**config.mk**
```make
export PLATFORM = sky130hd
export DESIGN_NAME = irq_rr_scheduler_flat
export DESIGN_NICKNAME = d
export VERILOG_FILES = /design/src/rtl/irq_rr_scheduler_if.sv /design/src/rtl/irq_rr_scheduler.sv /design/src/flat_wrapper.sv
export SDC_FILE = /design/constraint.sdc
export NUM_CORES = 1
export LEC_CHECK = 0
export ABC_AREA = 1
export CAP_MARGIN = 10
export CORE_AREA = 5 5 89 91
export CTS_BUF_LIST = sky130_fd_sc_hd__clkbuf_16
export DETAILED_ROUTE_END_ITERATION = 16
export DIE_AREA = 0 0 94 96
export HOLD_SLACK_MARGIN = 0.06
export PLACE_DENSITY_LB_ADDON = 0.1
export SLEW_MARGIN = 20
export SYNTH_ARGS = -nofsm -noshare
export SYNTH_HDL_FRONTEND = slang
export SYNTH_SLANG_ARGS = --single-unit
```
**constraint.sdc**
```tcl
create_clock -name clk -period 3.9 [get_ports clk]
set_clock_uncertainty 0.1 [all_clocks]
set_input_delay 1.17 -clock clk [delete_from_list [all_inputs] [get_ports clk]]
set_output_delay 1.17 -clock clk [all_outputs]
set_load 0.03 [all_outputs]
```
**src/rtl/irq_rr_scheduler_if.sv**
```systemverilog
// Host-side vector channel of the IRQ round-robin scheduler:
// offered vector, its valid/ready handshake and the end-of-interrupt pulse.
interface irq_rr_scheduler_if #(
    parameter int IDX_W = 4
) ();
    logic             vec_valid;
    logic [IDX_W-1:0] vec_id;
    logic             vec_ready;
    logic             eoi;

    modport master (
        output vec_valid,
        output vec_id,
        input  vec_ready,
        input  eoi
    );

    modport slave (
        input  vec_valid,
        input  vec_id,
        output vec_ready,
        output eoi
    );
endinterface

```
**src/rtl/irq_rr_scheduler.sv**
```systemverilog
// Round-robin IRQ scheduler: serialises shim requests onto one host vector
// channel, one interrupt in flight, EOI wait with optional timeout.
module irq_rr_scheduler #(
    parameter int WIDTH   = 16,
    parameter int IDX_W   = 4,
    parameter int HOLDOFF = 2,
    parameter int TIMEOUT = 1024
) (
    input  logic                clk,
    input  logic                rstn,
    input  logic [WIDTH-1:0]    irq_req,
    output logic [WIDTH-1:0]    irq_ack,
    input  logic [WIDTH-1:0]    irq_mask,
    irq_rr_scheduler_if.master  host,
    output logic                busy,
    output logic                timeout_err,
    input  logic                err_clr
);
    localparam int TMO_W = (TIMEOUT > 0) ? $clog2(TIMEOUT + 1) : 1;
    localparam int HLD_W = (HOLDOFF > 0) ? $clog2(HOLDOFF + 1) : 1;

    typedef enum logic [1:0] {
        IDLE,
        OFFER,
        WAIT_EOI,
        HOLD
    } state_t;

    state_t           state, state_n;
    logic [IDX_W-1:0] rr_ptr, rr_ptr_n;
    logic [IDX_W-1:0] offer_id, offer_id_n;
    logic             offer_valid, offer_valid_n;
    logic [WIDTH-1:0] irq_ack_n;
    logic [TMO_W-1:0] tmo_cnt, tmo_cnt_n;
    logic [HLD_W-1:0] hold_cnt, hold_cnt_n;
    logic             err_n;
    logic [WIDTH-1:0] elig;
    logic [IDX_W-1:0] pick;
    logic [IDX_W:0]   cand;
    logic             found;
    logic             expired;
    logic             done;

    assign elig           = irq_req & ~irq_mask;
    assign busy           = (state != IDLE);
    assign host.vec_valid = offer_valid;
    assign host.vec_id    = offer_id;
    assign expired        = (TIMEOUT > 0) && (tmo_cnt == TMO_W'(TIMEOUT - 1));

    // First eligible source scanning upward from rr_ptr with wrap-around
    always_comb begin
        pick  = rr_ptr;
        found = 1'b0;
        cand  = '0;
        for (int i = 0; i < WIDTH; i++) begin
            cand = {1'b0, rr_ptr} + (IDX_W+1)'(i);
            if (cand >= (IDX_W+1)'(WIDTH)) begin
                cand = cand - (IDX_W+1)'(WIDTH);
            end
            if (!found && elig[cand[IDX_W-1:0]]) begin
                found = 1'b1;
                pick  = cand[IDX_W-1:0];
            end
        end
    end

    // Next-state and registered-output logic
    always_comb begin
        state_n       = state;
        rr_ptr_n      = rr_ptr;
        offer_valid_n = offer_valid;
        offer_id_n    = offer_id;
        irq_ack_n     = '0;
        tmo_cnt_n     = tmo_cnt;
        hold_cnt_n    = hold_cnt;
        done          = 1'b0;
        err_n         = err_clr ? 1'b0 : timeout_err;
        unique case (state)
            IDLE: begin
                if (found) begin
                    offer_valid_n = 1'b1;
                    offer_id_n    = pick;
                    state_n       = OFFER;
                end
            end
            OFFER: begin
                if (host.vec_ready) begin
                    offer_valid_n = 1'b0;
                    irq_ack_n     = WIDTH'(1) << offer_id;
                    rr_ptr_n      = (offer_id == IDX_W'(WIDTH - 1))
                                  ? '0 : offer_id + 1'b1;
                    tmo_cnt_n     = '0;
                    state_n       = WAIT_EOI;
                end
            end
            WAIT_EOI: begin
                if (TIMEOUT > 0) begin
                    tmo_cnt_n = tmo_cnt + 1'b1;
                end
                if (host.eoi) begin
                    done = 1'b1;
                end else if (expired) begin
                    done  = 1'b1;
                    err_n = 1'b1;
                end
                if (done) begin
                    hold_cnt_n = '0;
                    state_n    = (HOLDOFF > 0) ? HOLD : IDLE;
                end
            end
            HOLD: begin
                if (hold_cnt == HLD_W'(HOLDOFF - 1)) begin
                    state_n = IDLE;
                end else begin
                    hold_cnt_n = hold_cnt + 1'b1;
                end
            end
            default: state_n = IDLE;
        endcase
    end

    // State and output registers
    always_ff @(posedge clk or negedge rstn) begin
        if (!rstn) begin
            state       <= IDLE;
            rr_ptr      <= '0;
            offer_valid <= 1'b0;
            offer_id    <= '0;
            irq_ack     <= '0;
            tmo_cnt     <= '0;
            hold_cnt    <= '0;
            timeout_err <= 1'b0;
        end else begin
            state       <= state_n;
            rr_ptr      <= rr_ptr_n;
            offer_valid <= offer_valid_n;
            offer_id    <= offer_id_n;
            irq_ack     <= irq_ack_n;
            tmo_cnt     <= tmo_cnt_n;
            hold_cnt    <= hold_cnt_n;
            timeout_err <= err_n;
        end
    end
endmodule

```
**src/flat_wrapper.sv**
```systemverilog
// flat-port wrapper written by rule: the top's interface ports become plain ports
module irq_rr_scheduler_flat 
#(
    parameter int WIDTH   = 16,
    parameter int IDX_W   = 4,
    parameter int HOLDOFF = 2,
    parameter int TIMEOUT = 1024
)
  (clk, rstn, irq_req, irq_ack, irq_mask, busy, timeout_err, err_clr, host_vec_valid, host_vec_id, host_vec_ready, host_eoi);
  irq_rr_scheduler_if #(.IDX_W(IDX_W)) host_i ();
  input  logic clk;
  input  logic rstn;
  input  logic [WIDTH-1:0] irq_req;
  output logic [WIDTH-1:0] irq_ack;
  input  logic [WIDTH-1:0] irq_mask;
  output logic busy;
  output logic timeout_err;
  input  logic err_clr;
  output wire logic [$bits(host_i.vec_valid)-1:0] host_vec_valid;
  output wire logic [$bits(host_i.vec_id)-1:0] host_vec_id;
  input wire logic [$bits(host_i.vec_ready)-1:0] host_vec_ready;
  input wire logic [$bits(host_i.eoi)-1:0] host_eoi;
  assign host_vec_valid = host_i.vec_valid;
  assign host_vec_id = host_i.vec_id;
  assign host_i.vec_ready = host_vec_ready;
  assign host_i.eoi = host_eoi;
  irq_rr_scheduler #(.WIDTH(WIDTH), .IDX_W(IDX_W), .HOLDOFF(HOLDOFF), .TIMEOUT(TIMEOUT)) u_core (.clk(clk), .rstn(rstn), .irq_req(irq_req), .irq_ack(irq_ack), .irq_mask(irq_mask), .host(host_i), .busy(busy), .timeout_err(timeout_err), .err_clr(err_clr));
endmodule
```
Yosys cells after proc, flatten, opt, wreduce, memory -nomap -nowiden:

Cells that the tools add are included.

* register bits after elaboration: 41
* input bits: 37
* output and inout port bits: 23
* word-level logic and storage cells: 232

* add/sub/neg operators: 34
* order comparisons: 32
* eq/ne operators: 11
* shifts and indexed selects: 1
* muxes and demuxes: 103
* bitwise operators: 2
* reductions and logical operators: 41

Operators with widths (count)
* 4-bit 2-to-1 mux: 33
* 4-bit by 5-bit < comparator with 1-bit output (second input constant): 16
* 5-bit >= comparator (second input constant): 15
* 1-bit binary-select mux with 4-bit select: 16
* 4-bit by 1-bit subtractor with 4-bit output (second input constant): 16
* 1-bit 2-to-1 mux: 41
* 4-bit by 4-bit adder with 5-bit output (second input constant): 8
* 16-bit 2-to-1 mux: 2
* 11-bit case mux with 2 select lines: 1
* 4-bit by 3-bit adder with 5-bit output (second input constant): 4
* 16-bit bitwise AND: 1
* 16-bit NOT: 1
* 1-bit by 4-bit left shift with 16-bit output (first input constant): 1
* 1-bit logical AND: 15
* 1-bit logical NOT: 15
* 2-bit 2-to-1 mux: 6
* 11-bit by 1-bit adder with 11-bit output (second input constant): 1
* 11-bit by 10-bit equality test with 1-bit output (second input constant): 1
* 11-bit 2-to-1 mux: 1
* 4-bit by 2-bit adder with 5-bit output (second input constant): 2
* 2-bit case mux with 4 select lines: 1
* 2-bit nonzero test: 4
* 2-bit by 1-bit != test with 1-bit output (second input constant): 3
* 2-bit AND reduction: 3
* 13 further kinds: 17

Longest topological paths before layout:

Gate-level depths: netlist of run 1.

* depth after elaboration: 52
* gate-level depth with buffers: 32
* gate-level depth less buffers: 30

Least setup slack after synthesis of run 1:

OpenSTA, ideal clock, no wires.

* path kind: input to register
* from: in irq_mask[10]
* to: reg u_core.offer_id[0], in the netlist u_core.host.vec_id[0]
* library setup time: 0.123 ns
* data arrival time: 3.240 ns
* required time: 3.677 ns
* path slack: 0.437 ns
* stages: 21
* buffers on the path: 0
* cell sequence: inv_1 -> nand3_1 -> nand3_1 -> nand3_1 -> nand3_1 -> nand2_1 -> nand3_2 -> nor3_4 -> nand2_2 -> nor2_2 -> nand2_2 -> nor3_4 -> nand3_2 -> nor2_2 -> nand3_2 -> nor2_2 -> inv_2 -> o21ai_4 -> inv_2 -> nand3_1 -> o21ai_1

* longest elaborated chain between the ends: 51
* elaborated cells between the ends (all ways): 97
* classes of those cells: mux: 64; bitwise: 2; reduce/logical: 31

RTL lines
* start, declared: RTL line flat_wrapper.sv:15 `input logic [WIDTH-1:0] irq_mask;`
* 16-bit NOT *: RTL line irq_rr_scheduler.sv:44 `assign elig = irq_req & ~irq_mask;`
* 16-bit bitwise AND *: RTL line irq_rr_scheduler.sv:44
* 1-bit binary-select mux with 4-bit select: RTL line irq_rr_scheduler.sv:60 `if (!found && elig[cand[IDX_W-1:0]]) begin`
* 1-bit 2-to-1 mux (implied by the code): RTL line irq_rr_scheduler.sv:60
* 1-bit 2-to-1 mux: RTL line irq_rr_scheduler.sv:60
* 1-bit logical NOT: RTL line irq_rr_scheduler.sv:60
* 1-bit logical AND: RTL line irq_rr_scheduler.sv:60
* 1-bit 2-to-1 mux: RTL line irq_rr_scheduler.sv:60
* (+35 left out)
* 1-bit 2-to-1 mux: RTL line irq_rr_scheduler.sv:60
* 1-bit logical NOT: RTL line irq_rr_scheduler.sv:60
* 1-bit logical AND: RTL line irq_rr_scheduler.sv:60
* 1-bit 2-to-1 mux: RTL line irq_rr_scheduler.sv:60
* 1-bit logical NOT: RTL line irq_rr_scheduler.sv:60
* 1-bit logical AND: RTL line irq_rr_scheduler.sv:60
* 1-bit 2-to-1 mux: RTL line irq_rr_scheduler.sv:60
* 2-bit AND reduction (no source line)
* end signal, assigned: RTL line irq_rr_scheduler.sv:137 `offer_id <= offer_id_n;`
* end, declared: RTL line irq_rr_scheduler.sv:31 `logic [IDX_W-1:0] offer_id, offer_id_n;`

Every way passes the cells marked *; elsewhere a longest branch is shown, timed or not. The select of a mux whose other input is x is not followed.
A chain may end at the register's enable or synchronous reset.

Worst setup path in the final report of run 1:

* from: reg u_core.rr_ptr[1]
* to: reg u_core.offer_valid, in the netlist u_core.host.vec_valid

* longest elaborated chain between the ends: 52
* elaborated cells between the ends (all ways): 143
* classes of those cells: add/sub: 31; order compare: 16; eq/ne: 1; mux: 64; reduce/logical: 31

RTL lines
* start, declared: RTL line irq_rr_scheduler.sv:30 `logic [IDX_W-1:0] rr_ptr, rr_ptr_n;`
* start signal, assigned: RTL line irq_rr_scheduler.sv:135 `rr_ptr <= rr_ptr_n;`
* parallel branches: the longest is 49 deep, another holds 4-bit by 1-bit adder with 5-bit output
* 1-bit 2-to-1 mux *: RTL line irq_rr_scheduler.sv:60
* 2-bit by 1-bit != test with 1-bit output (no source line) *
* 3-bit AND reduction (no source line) *
* end signal, assigned: RTL line irq_rr_scheduler.sv:136 `offer_valid <= offer_valid_n;`
* end, declared: RTL line irq_rr_scheduler.sv:32 `logic offer_valid, offer_valid_n;`

Mark *: on every way between the ends. The select of a mux whose other input is x is not followed.

==> results.sh, run 1 <==
export IMPL_synth_cell_type_count=36
export IMPL_final_max_slew_violation_count=0
export IMPL_hpwl_um=8830
export IMPL_synthAdderAreaFrac=0.0664
export IMPL_footprint_of_the_multi_input_gates_um2=2940
export IMPL_timing_critical_path_required_ns=4.02
export IMPL_core_area_um2=7060
export IMPL_max_freq_mhz=268
export IMPL_relative_slew_margins=0.416
export IMPL_clock_sinks=41
export IMPL_grt_antenna_before_repair=0
export IMPL_initial_drt_pass_iterations=5
export IMPL_n_fill_cell=500
export IMPL_synth_xor_area_frac=0.0262
export IMPL_layout_commonest_cell="sky130_fd_sc_hd__nand2_1"
export IMPL_grt_pass1_wl_um=18900
export IMPL_busiest_layer="met2"
export IMPL_worst_slew_pin_transition_ns=0.877
export IMPL_port_buffers=59
export IMPL_seq_cells_post_synth=41
export IMPL_crit_slowest_cell="sky130_fd_sc_hd__dfrtp_1"
export IMPL_reg2regPathDepth=23
export IMPL_crit_reg2reg_capture="u_core.host.vec_valid"
export IMPL_synth_area_in_compound_gates=0.0867
export IMPL_hold_path_depth=2
export IMPL_num_rows=31
export IMPL_regToRegSetupSlack_ns=0.17
export IMPL_synth_top_family_by_area="simple AND/OR/NAND/NOR gates"
export IMPL_post_route_min_period_ns=3.73
export IMPL_number_of_hold_violations_in_the_final_report=0
export IMPL_drc=0
export IMPL_path_class="flop to flop"
export IMPL_clock_buffers_created_by_tritoncts=5
export IMPL_drt_iter0_markers=259
export IMPL_syn_cell_area_um2=3770
export IMPL_critical_path_max_stage_delay_ns=0.38
export IMPL_vias_per_cell=5.61
export IMPL_rr_startpoint="u_core.rr_ptr[1]"
export IMPL_clk_latency_ns=0.28
export IMPL_drive_above_1_share=0.298
export IMPL_seq_area_um2=1030
export IMPL_globalRouteTotalUtil=0.262
export IMPL_totalWireLength_um=13700
export IMPL_die_w_um=94
export IMPL_maxCapViolCount=0
export IMPL_cts_root_buf="sky130_fd_sc_hd__clkbuf_16"
export IMPL_cts_htree_levels=2
export IMPL_routed_wire_length_per_instance_um=17.0
export IMPL_synth_area_per_cell_um2=6.31
export IMPL_yosysWarnings=0
export IMPL_areaGrowthSynthToFinish_pct=51.5
export IMPL_clock_tree_from_tritoncts="done"
export IMPL_min_delay_worst_endpoint="u_core.hold_cnt[1]"
export IMPL_floorplan_initialDensity=0.533
export IMPL_status="finished, final reports clean"
export IMPL_synth_area_mux_share=0
export IMPL_globalRouteMet3Util=0.0227
export IMPL_sequential_cell_area_fraction_in_the_yosys_report=0.272
export IMPL_use_met2=0.504
export IMPL_cp_start_kind="flop"
export IMPL_final_setup_tns_ns=0
export IMPL_min_delay_start="u_core.hold_cnt[1]"
export IMPL_grt_pass1_vias=4130
export IMPL_fp_dieH_um=96
export IMPL_ctsLongestPathBuffers=2
export IMPL_largest_net_degree_at_the_start_of_global_routing=42
export IMPL_via_count=4513
export IMPL_hold_class="flop to flop"
export IMPL_fin_worst_hold_slack_ns=0.411
export IMPL_cp_cell_sequence="inv_1 > buf_4 > ha_2 > inv_1 > nand3_2 > nand3_2 > nand2_2 > nand3_4 > nor3_4 > nand2_2 > nor2_4 > nand2_2 > nor3_4 > nand3_2 > nor2_4 > nand3_4 > nor2_4 > inv_2 > nor2_1 > nand2_1 > nand3_1 > nand2_1 > nand2_1"
export IMPL_hold_buffers=0
export IMPL_worst_endpoint_arrival_ns=3.85
export IMPL_detail_route_antenna_nets=0
export IMPL_fin_cells=804
export IMPL_synth_simple_gate_area_frac=0.430
export IMPL_gpl_final_weighted_congestion=0.969
export IMPL_postSynthCellCount=597
export IMPL_die_area_um2=9020
export IMPL_global_route_usage_met1=0.291
export IMPL_grt_overflow=0
export IMPL_crit_path_max_fanout=15
export IMPL_critical_path_endpoint_type="flop"
export IMPL_place_detailed_instances=787
export IMPL_boundaryPins=60
export IMPL_setup_viol=0
export IMPL_clk_pin_slew_worst_paths_ns=0.06
export IMPL_layout_cells_most_common_list="sky130_fd_sc_hd__nand2_1 (139), sky130_fd_sc_hd__nand3_2 (71), sky130_fd_sc_hd__inv_1 (67)"
export IMPL_synth_nets=654
export IMPL_nets=760
export IMPL_min_period_over_period=0.955
[worst max-delay path by stage]
stage	start	end	slack, ns	cells after the start
2_1_floorplan	irq_mask[10]	u_core.host.vec_id[0]	0.44	21
3_3_place_gp	irq_mask[15]	u_core.state[0]	-0.21	22
3_5_place_dp	irq_mask[3]	u_core.state[0]	-0.29	22
4_1_cts	irq_mask[3]	u_core.state[0]	0.00008	25
5_1_grt	u_core.rr_ptr[1]	u_core.host.vec_id[3]	-0.08	24
6_report	u_core.rr_ptr[1]	u_core.host.vec_valid	0.17	23
[synth_stat cells]
| library cell | count | area share |
|---|---|---|
| sky130_fd_sc_hd__nand3b_1 | 1 | 0.0020 |
| sky130_fd_sc_hd__a21oi_2 | 1 | 0.0023 |
| sky130_fd_sc_hd__xor2_1 | 4 | 0.0093 |
| sky130_fd_sc_hd__nor3_1 | 6 | 0.0080 |
| sky130_fd_sc_hd__o21ai_2 | 1 | 0.0023 |
| sky130_fd_sc_hd__ha_1 | 20 | 0.066 |
| sky130_fd_sc_hd__o21ai_0 | 29 | 0.039 |
| sky130_fd_sc_hd__nand4_1 | 5 | 0.0083 |
| sky130_fd_sc_hd__xnor2_4 | 1 | 0.0073 |
| sky130_fd_sc_hd__nand3_2 | 3 | 0.0080 |
| sky130_fd_sc_hd__o32ai_1 | 1 | 0.0023 |
| sky130_fd_sc_hd__a21oi_1 | 12 | 0.016 |
| sky130_fd_sc_hd__nor4_1 | 1 | 0.0017 |
| sky130_fd_sc_hd__inv_1 | 86 | 0.086 |
| sky130_fd_sc_hd__buf_6 | 3 | 0.0090 |
| sky130_fd_sc_hd__inv_2 | 9 | 0.0090 |
| sky130_fd_sc_hd__nor2_1 | 63 | 0.063 |
| sky130_fd_sc_hd__xnor2_1 | 1 | 0.0023 |
| sky130_fd_sc_hd__nand2_2 | 3 | 0.0050 |
| sky130_fd_sc_hd__buf_2 | 7 | 0.0093 |
| sky130_fd_sc_hd__nor3b_1 | 4 | 0.0080 |
| sky130_fd_sc_hd__buf_4 | 1 | 0.0020 |
| sky130_fd_sc_hd__nand3_1 | 120 | 0.16 |
| sky130_fd_sc_hd__clkinv_1 | 3 | 0.0030 |
| sky130_fd_sc_hd__or2_2 | 2 | 0.0033 |
| sky130_fd_sc_hd__o21ai_1 | 3 | 0.0040 |
| sky130_fd_sc_hd__o21ai_4 | 1 | 0.0043 |
| sky130_fd_sc_hd__nand2_1 | 149 | 0.15 |
| sky130_fd_sc_hd__o211ai_1 | 3 | 0.0060 |
| sky130_fd_sc_hd__xor2_4 | 1 | 0.0073 |
| sky130_fd_sc_hd__o21a_1 | 2 | 0.0040 |
| sky130_fd_sc_hd__o22ai_1 | 3 | 0.0050 |
| sky130_fd_sc_hd__nor2_2 | 4 | 0.0066 |
| sky130_fd_sc_hd__a21boi_0 | 1 | 0.0020 |
| sky130_fd_sc_hd__nor3_4 | 2 | 0.0086 |
| sky130_fd_sc_hd__dfrtp_1 | 41 | 0.27 |
[per-layer routing]
layer	vias up	share of wire
met3	79	0.067
met1	2062	0.36
met4	0	0.055
met5	-	0
li1	2133	-
met2	239	0.51
[final cells by class]
class / count / share of cell area
flip-flops and latches: 41 / 0.180
diodes: 1 / 0.000439
clock buffers: 5 / 0.0219
repair buffers: 110 / 0.184
well taps: 99 / 0.0217
multi-input cells: 447 / 0.515
inverters: 98 / 0.0651
clock inverters: 3 / 0.0121
[sequential cells by signal, summed over array words and instances, names as in the netlist]
| name | flops |
|---|---|
| u_core.hold_cnt | 2 |
| u_core.host.vec_id | 4 |
| u_core.host.vec_valid | 1 |
| u_core.irq_ack | 16 |
| u_core.rr_ptr | 4 |
| u_core.state | 2 |
| u_core.timeout_err | 1 |
| u_core.tmo_cnt | 11 |
[per-stage QoR]
step	cell area [um2]	utilization	setup WS (ns)
global placement	4720	0.669	-0.215
CTS	4920	0.697	0.0000826
floorplan	3770	-	0.437
finish	5700	0.808	0.174
global route	5700	0.808	-0.0772
detailed placement	4720	0.669	-0.291
[kinds of logic (layout without fill, tap and decap cells)]
logic type	after synthesis	in the layout
XOR/XNOR	7	7
flip-flops	41	41
AND/OR/NAND/NOR	363	363
other	0	1
AO/OA/AOI/OAI	57	57
buffers and inverters	109	216
adder cells (fa/ha/maj)	20	20
[critical path: cells and delay by family, from the launching register on]
family | cells | cell delay (ns)
adders and majority gates | 1 | 0.36
buffers and inverters | 4 | 0.64
DFF | 1 | 0.38
and+or+nand+nor | 18 | 2.17
[what timing repair did]
item / CTS / global route
setup buffers: 0 / 8
hold endpoints to repair: 0 / 0
endpoints found under the setup margin: 2 / 7
gates resized for setup: 1 / 180
pin swaps: 0 / 58
Power of run 1 is not shown: default switching activity piles up to over one toggle a cycle in this logic, so the estimate is an artifact.
==> inputs of run 2 (changes only) <==
- ABC_CLOCK_PERIOD_IN_PS: default -> 3900
==> results of run 2 <==
The final DEF is identical to that of run 1; final timing and power are the same.
Power of run 2 is left out for the same reason.
